`config.mk`:
```
export PLATFORM = sky130hd
export DESIGN_NAME = output_limit_reader_flat
export DESIGN_NICKNAME = d
export VERILOG_FILES = /design/src/rtl/output_limit_reader_pkg.sv /design/src/rtl/output_limit_reader_if.sv /design/src/rtl/output_limit_reader.sv /design/src/flat_wrapper.sv
export SDC_FILE = /design/constraint.sdc
export NUM_CORES = 1
export LEC_CHECK = 0
export ABC_AREA = 1
export BUFFER_PORTS_ARGS = -buffer_cell sky130_fd_sc_hd__buf_2
export CAP_MARGIN = 20
export CELL_PAD_IN_SITES_DETAIL_PLACEMENT = 0
export CELL_PAD_IN_SITES_GLOBAL_PLACEMENT = 2
export CORE_MARGIN = 3
export CORE_UTILIZATION = 28
export CTS_BUF_LIST = sky130_fd_sc_hd__clkbuf_8
export CTS_CLUSTER_DIAMETER = 100
export DETAILED_ROUTE_END_ITERATION = 12
export HOLD_SLACK_MARGIN = 0.03
export PLACE_DENSITY_LB_ADDON = 0.1
export REMOVE_ABC_BUFFERS = 1
export SLEW_MARGIN = 20
export SYNTH_ARGS = -nofsm -noshare
export SYNTH_HDL_FRONTEND = slang
export SYNTH_SLANG_ARGS = --single-unit
```
`constraint.sdc`:
```
create_clock -name CLK -period 1.6 [get_ports CLK]
set_input_delay 0 -clock CLK [delete_from_list [all_inputs] [get_ports CLK]]
set_output_delay 0 -clock CLK [all_outputs]
set_load 0.01 [all_outputs]
```
`src/rtl/output_limit_reader_pkg.sv`:
```
// Shared definitions for the output-limit readout path and its FIFO side.
//   LIMIT_W     : width of the FIFO's readable-word count
//   HDR_COUNT_W : number of count bits carried in the packet header word
//   state_t     : 3-bit readout FSM encoding
package output_limit_reader_pkg;

  localparam int unsigned LIMIT_W     = 16;
  localparam int unsigned HDR_COUNT_W = 16;

  typedef enum logic [2:0] {
    IDLE       = 3'd0,
    LATCH      = 3'd1,
    WAIT_LIMIT = 3'd2,
    HEADER     = 3'd3,
    STREAM     = 3'd4,
    FINISH     = 3'd5
  } state_t;

endpackage

```
`src/rtl/output_limit_reader_if.sv`:
```
// FIFO-side and downstream-side signals of the output-limit reader.
//   reg_output_limit      : strobe asking the FIFO to latch its readable amount
//   output_limit          : latched word count from the FIFO
//   output_limit_not_done : FIFO still holds words inside the latched limit
//   fifo_dout/fifo_empty  : first-word-fall-through read data / empty flag
//   fifo_rd_en            : pop strobe
//   out_data/out_valid/out_ready : downstream valid/ready word port
// master = the reader, slave = FIFO plus downstream consumer.
interface output_limit_reader_if
  import output_limit_reader_pkg::*;
#(
  parameter int unsigned WIDTH = 16
);

  logic               reg_output_limit;
  logic [LIMIT_W-1:0] output_limit;
  logic               output_limit_not_done;
  logic [WIDTH-1:0]   fifo_dout;
  logic               fifo_empty;
  logic               fifo_rd_en;
  logic [WIDTH-1:0]   out_data;
  logic               out_valid;
  logic               out_ready;

  modport master (
    output reg_output_limit, fifo_rd_en, out_data, out_valid,
    input  output_limit, output_limit_not_done, fifo_dout, fifo_empty, out_ready
  );

  modport slave (
    input  reg_output_limit, fifo_rd_en, out_data, out_valid,
    output output_limit, output_limit_not_done, fifo_dout, fifo_empty, out_ready
  );

endinterface

```
`src/rtl/output_limit_reader.sv`:
```
// Reads one packet out of a FIFO: latches the FIFO's readable count, emits a
// header word holding that count, then streams exactly that many words.
// A watchdog aborts a stalled packet and raises a sticky err_timeout.
//   CLK, rst    : clock, synchronous active-high reset
//   start       : request a packet (sampled in IDLE only)
//   busy        : not in IDLE
//   done        : one-cycle pulse on normal completion
//   err_timeout : sticky stall flag, cleared by rst or a new start
//   bus         : FIFO and downstream port (master side)
module output_limit_reader
  import output_limit_reader_pkg::*;
#(
  parameter int unsigned WIDTH       = 16,
  parameter int unsigned TIMEOUT_MSB = 15
) (
  input  logic                  CLK,
  input  logic                  rst,
  input  logic                  start,
  output logic                  busy,
  output logic                  done,
  output logic                  err_timeout,
  output_limit_reader_if.master bus
);

  localparam int unsigned WD_W = TIMEOUT_MSB + 1;

  state_t             state;
  logic [LIMIT_W-1:0] remaining;
  logic [WD_W-1:0]    wd_cnt;

  logic accept_c;
  logic rd_c;
  logic hdr_load_c;
  logic leave_c;
  logic stalled_c;
  logic expire_c;

  assign accept_c   = bus.out_valid && bus.out_ready;
  assign hdr_load_c = (state == HEADER) && (!bus.out_valid || bus.out_ready);

  // Pop only while words remain and the output register is free this cycle;
  // gated by rst so a reset mid-packet never pops another word.
  assign rd_c = !rst && (state == STREAM) && (remaining != '0) &&
                !bus.fifo_empty && (!bus.out_valid || bus.out_ready);
  assign bus.fifo_rd_en = rd_c;

  // Conditions that move the FSM out of the watched states.
  always_comb begin
    leave_c = 1'b0;
    case (state)
      HEADER:  leave_c = hdr_load_c;
      STREAM:  leave_c = (remaining == '0);
      FINISH:  leave_c = !bus.out_valid && !bus.output_limit_not_done;
      default: leave_c = 1'b0;
    endcase
  end

  // A watched cycle with no load, accept or state change counts as stalled.
  assign stalled_c = (state inside {HEADER, STREAM, FINISH}) &&
                     !leave_c && !rd_c && !accept_c;
  assign expire_c  = stalled_c && (wd_cnt == {WD_W{1'b1}});

  // FSM, output register, remaining counter and watchdog.
  always_ff @(posedge CLK) begin
    if (rst) begin
      state                <= IDLE;
      busy                 <= 1'b0;
      done                 <= 1'b0;
      err_timeout          <= 1'b0;
      bus.reg_output_limit <= 1'b0;
      bus.out_data         <= '0;
      bus.out_valid        <= 1'b0;
      remaining            <= '0;
      wd_cnt               <= '0;
    end else begin
      done                 <= 1'b0;
      bus.reg_output_limit <= 1'b0;

      // Output register: a load takes priority, so pop+accept has no bubble.
      if (hdr_load_c) begin
        bus.out_data  <= WIDTH'(remaining[HDR_COUNT_W-1:0]);
        bus.out_valid <= 1'b1;
      end else if (rd_c) begin
        bus.out_data  <= bus.fifo_dout;
        bus.out_valid <= 1'b1;
        remaining     <= remaining - LIMIT_W'(1);
      end else if (accept_c) begin
        bus.out_valid <= 1'b0;
      end

      if (stalled_c) wd_cnt <= wd_cnt + WD_W'(1);
      else           wd_cnt <= '0;

      case (state)
        IDLE: begin
          if (start) begin
            state                <= LATCH;
            busy                 <= 1'b1;
            bus.reg_output_limit <= 1'b1;
            err_timeout          <= 1'b0;
          end
        end
        LATCH:      state <= WAIT_LIMIT;
        WAIT_LIMIT: begin
          remaining <= bus.output_limit;
          state     <= HEADER;
        end
        HEADER: if (leave_c) state <= STREAM;
        STREAM: if (leave_c) state <= FINISH;
        FINISH: begin
          if (leave_c) begin
            done  <= 1'b1;
            busy  <= 1'b0;
            state <= IDLE;
          end
        end
        default: begin
          busy  <= 1'b0;
          state <= IDLE;
        end
      endcase

      // Watchdog abort overrides everything above.
      if (expire_c) begin
        err_timeout   <= 1'b1;
        bus.out_valid <= 1'b0;
        busy          <= 1'b0;
        done          <= 1'b0;
        state         <= IDLE;
      end
    end
  end

endmodule

```
`src/flat_wrapper.sv`:
```
// flat-port wrapper written by rule: the top's interface ports become plain ports
module output_limit_reader_flat import output_limit_reader_pkg::*;
#(
  parameter int unsigned WIDTH       = 16,
  parameter int unsigned TIMEOUT_MSB = 15
)
  (CLK, rst, start, busy, done, err_timeout, bus_reg_output_limit, bus_fifo_rd_en, bus_out_data, bus_out_valid, bus_output_limit, bus_output_limit_not_done, bus_fifo_dout, bus_fifo_empty, bus_out_ready);
  output_limit_reader_if #(.WIDTH(WIDTH)) bus_i ();
  input  logic CLK;
  input  logic rst;
  input  logic start;
  output logic busy;
  output logic done;
  output logic err_timeout;
  output wire logic [$bits(bus_i.reg_output_limit)-1:0] bus_reg_output_limit;
  output wire logic [$bits(bus_i.fifo_rd_en)-1:0] bus_fifo_rd_en;
  output wire logic [$bits(bus_i.out_data)-1:0] bus_out_data;
  output wire logic [$bits(bus_i.out_valid)-1:0] bus_out_valid;
  input wire logic [$bits(bus_i.output_limit)-1:0] bus_output_limit;
  input wire logic [$bits(bus_i.output_limit_not_done)-1:0] bus_output_limit_not_done;
  input wire logic [$bits(bus_i.fifo_dout)-1:0] bus_fifo_dout;
  input wire logic [$bits(bus_i.fifo_empty)-1:0] bus_fifo_empty;
  input wire logic [$bits(bus_i.out_ready)-1:0] bus_out_ready;
  assign bus_reg_output_limit = bus_i.reg_output_limit;
  assign bus_fifo_rd_en = bus_i.fifo_rd_en;
  assign bus_out_data = bus_i.out_data;
  assign bus_out_valid = bus_i.out_valid;
  assign bus_i.output_limit = bus_output_limit;
  assign bus_i.output_limit_not_done = bus_output_limit_not_done;
  assign bus_i.fifo_dout = bus_fifo_dout;
  assign bus_i.fifo_empty = bus_fifo_empty;
  assign bus_i.out_ready = bus_out_ready;
  output_limit_reader #(.WIDTH(WIDTH), .TIMEOUT_MSB(TIMEOUT_MSB)) u_core (.CLK(CLK), .rst(rst), .start(start), .busy(busy), .done(done), .err_timeout(err_timeout), .bus(bus_i));
endmodule
```
==> summary.txt <==
Worst setup path
  • Delay-heaviest family, CP: simple AND/OR/NAND/NOR gates
  • Worst setup SP type: register
  • Reg2reg path depth: 12
  • Reg2Reg Launch Point: u_core.remaining[0]
  • R2r endpoint: u_core.bus.out_data[9]
  • CP endpoint kind: register
  • R2r setup slk: -0.02 ns
  • Slowest stage delay, CP: 0.34 ns
  • CP bufs+invs: 4
  • Worst Path Required: 1.82 ns
  • Crit path max fanout: 11
  • Crit-path cells: inv_2 > ha_4 > inv_2 > nor2_4 > nand2_2 > nor2_4 > nand2_2 > nand2_4 > buf_12 > nand2_8 > buf_12 > o211a_1
  • Slowest CP cell: dfxtp_2
  • Crit path from: u_core.remaining[0]
  • Crit path kind: register to register
  • Critical Path AT: 1.83 ns
  • CP Depth: 12

Die
  • Core area: between 0.01 and 0.015 sq mm
  • Die Y: 111 um
  • Die Area: roughly 0.012 sq mm
  • Die Wd: 111 um
  • Row Count: 37
  • Ports: 60
  • Initial Util: 29.3%

Global routing
  • Largest net degree at the start of global routing: 30
  • GRT Util Overall: 15.4%
  • First-pass GRT wire length: 15.7 mm
  • Vias in the first global route: 3,224
  • GR Overflow Total: 0
  • Initial antenna violation count: 0

Clock network
  • Root Buffer Master: clkbuf_8
  • Clk sink count: 56
  • CTS clk-pin slew, worst paths: 0.12 ns
  • CTS Buf Count: 5
  • Clk_lat worst skew: 0.32 ns
  • Buffer levels on the longest clock path: 2
  • CTS tree: yes
  • H-tree depth: 2

Routing
  • Detailed Route Iter0 Violations: 143
  • Drt total wl: 9.63 mm
  • Post-DRT Antenna Nets: 0
  • Routed len/inst: ~13 um
  • Vias: 3,318
  • Vias per cell: around 4.5
  • Pre-Repair DR Iteration Count: 4
  • # DRC: 0

Yosys
  • Post-synthesis register bit count: 56
  • Synth Instances: 464
  • Post-synth EDFFs: 0
  • Synth warnings: 0
  • Cell Area, Synth: just over 0.003 sq mm
  • Synthesized area per cell: 6.64 sq um
  • Main flop type after synthesis: dfxtp_1
  • Post-synthesis cell type count: 36
  • Register area share after synthesis: 36.4%
  • Async S/R FF share, synth: 0%

Status
  • Failing checks: setup timing
  • Status: complete, but fails checks

Timing
  • Max Transition Viols Final: 0
  • Peak Freq: between 600 and 700 MHz
  • RSZ-0062 raised after global routing: yes
  • Slew HR: 69.0%
  • Worst-margin pin slew: roughly 0.46 ns
  • Final setup violation count: 14
  • Final WS setup: -0.0150 ns
  • Fin crit share: 101%
  • Min cycle time layout: 1.62 ns
  • Hold Fails Final Rpt: 0
  • Final Skew: 0.0182 ns

Cells and area
  • Layout fillers: 1,125
  • Sequential cell area: 0.00113 sq mm
  • N_diodes: 0
  • Share of post-route cells with drive strength above 1: roughly two fifths
  • Final Util: 45.0%
  • P&R area growth vs syn: 53.6%
  • Commonest non-fill, non-tap cell in the layout: nand2_1
  • Layout Nets: 641
  • Commonest non-fill, non-tap cells in the layout: 93 x nand2_1, 58 x buf_2, 57 x nor2_1
  • Multi-input logic area: 0.00204 sq mm

Min path
  • Hold path depth: 5
  • Worst min-delay path class: input port to register
  • HP Start: bus_fifo_dout[0]
  • Hold Path End: u_core.bus.out_data[0]

Power
  • Internal power: 3.84 mW
  • Comb pwr share: 55.6%
  • Reg power frac: 26.8%
  • Switching share of power: about two fifths
  • Switching Power: 2.67 mW
  • Total Power: approximately 6.5 mW
  • Clock group share of total power: approximately 18%
  • Leak pwr: about 2.1 nW
  • Maximum vdd ir drop: 618 uV
  • Pwr/cell area: 1380 mW/mm^2

Placed design
  • Quantity of I/O buffers inserted on ports: 59
  • Final RePlAce weighted congestion: 0.815
  • Detail Placement HPWL: around 6.9 mm

Flow run
  • Maximum Capacitance Violations: 0
[Yosys cell counts, types with 4 or more instances]
cell      count  area (sq um)
xor2_1        6          52.6
dfxtp_1      56          1120
nand2_1     105           394
nand3_1      34           170
nor2_2       13          81.3
o21ai_0      37           185
inv_1        42           158
o211ai_1      4          30.0
nor2_1       72           270
nand2_2       5          31.3
o21ai_1       7          35.0
a21oi_1      25           125
buf_2         5          25.0
inv_2         6          22.5
clkbuf_1      4          15.0
or2_2         7          43.8
[repair_timing]
item                                    4_1_cts  5_1_grt
hold endpoints to repair                     18        0
gates resized for setup                      43       85
endpoints found under the setup margin       53       56
hold buffers                                 18        0
buffers inserted                              7        5
pin swaps                                    11       21
gates cloned                                  2        1
[final cells by class]
cell class                      count  area share (%)
Multi-Input combinational cell    346            43.1
Sequential cell                    56            23.9
Timing Repair Buffer              142            22.0
Inverter                           48            4.29
Tap cell                          136            3.60
Clock buffer                        5            1.46
Clock inverter                      3            1.46
Timing Repair inverter              1           0.238
[worst register-to-register path, cell delays in order (launching register included)]
cell     delay (ns)
dfxtp_2        0.34
inv_2          0.07
ha_4           0.13
inv_2          0.04
nor2_4         0.07
nand2_2        0.07
nor2_4         0.11
nand2_2        0.08
nand2_4        0.09
buf_12         0.13
nand2_8        0.06
buf_12         0.14
o211a_1        0.20
[state kept, by name, summed over array words and instances (netlist names)]
name / cells
u_core.remaining: 16
u_core.bus.out_data: 16
u_core.done: 1
u_core.err_timeout: 1
u_core.busy: 1
u_core.wd_cnt: 16
u_core.state: 3
u_core.bus.reg_output_limit: 1
u_core.bus.out_valid: 1
[power by group through the flow]
stage | sequential (mW) | clock (mW) | combinational, mW
2_1_floorplan | 1.80 | 0 | 1.68
3_3_place_gp | 1.75 | 0 | 3.00
3_5_place_dp | 1.75 | 0 | 2.98
4_1_cts | 1.72 | 1.18 | 3.19
5_1_grt | 1.77 | 1.23 | 4.08
6_report | 1.75 | 1.15 | 3.62
[metal layers]
| layer | routed length [um] | track usage, % |
|---|---|---|
| met1 | 4960 | 22.7 |
| met2 | 4230 | 23.7 |
| met3 | 383 | 2.40 |
| met4 | 55 | 2.87 |
| met5 | 0 | 0 |
[kinds of logic (layout without fill, tap and decap cells)]
logic type	count (synthesis)	after routing	synth area share [%]
adders and majority gates	3	3	1.22
and+or+nand+nor	253	254	36.9
DFF	56	56	36.4
buffers and inverters	63	199	8.86
AOI/OAI and AO/OA	83	83	15.0
xor gates and xnor gates	6	6	1.71
[stage by stage]
stage / worst slack (ns) / cells / TNS [ns] / cell area [sq um] / hold WS, ns
finish: -0.0150 / 737 / -0.132 / 4730 / 0.0184
global route: -0.133 / 737 / -5.29 / 4730 / 0.0430
CTS: -0.143 / 732 / -6.18 / 4410 / 0.0328
detailed placement: -0.201 / 699 / -6.69 / 3880 / 0.304
global placement: -0.131 / 699 / -3.84 / 3880 / 0.287
floorplan: -0.111 / 449 / -1.68 / 2990 / 0.0691
[how the worst max path moves through the flow]
stage	to	slack, ns
6_report	u_core.bus.out_data[9]	-0.02
5_1_grt	u_core.state[1]	-0.13
4_1_cts	u_core.remaining[7]	-0.14
3_5_place_dp	u_core.wd_cnt[2]	-0.20
3_3_place_gp	u_core.bus.out_data[14]	-0.13
2_1_floorplan	u_core.bus.out_data[0]	-0.11
No activity file was read; power rests on OpenSTA's default activity.
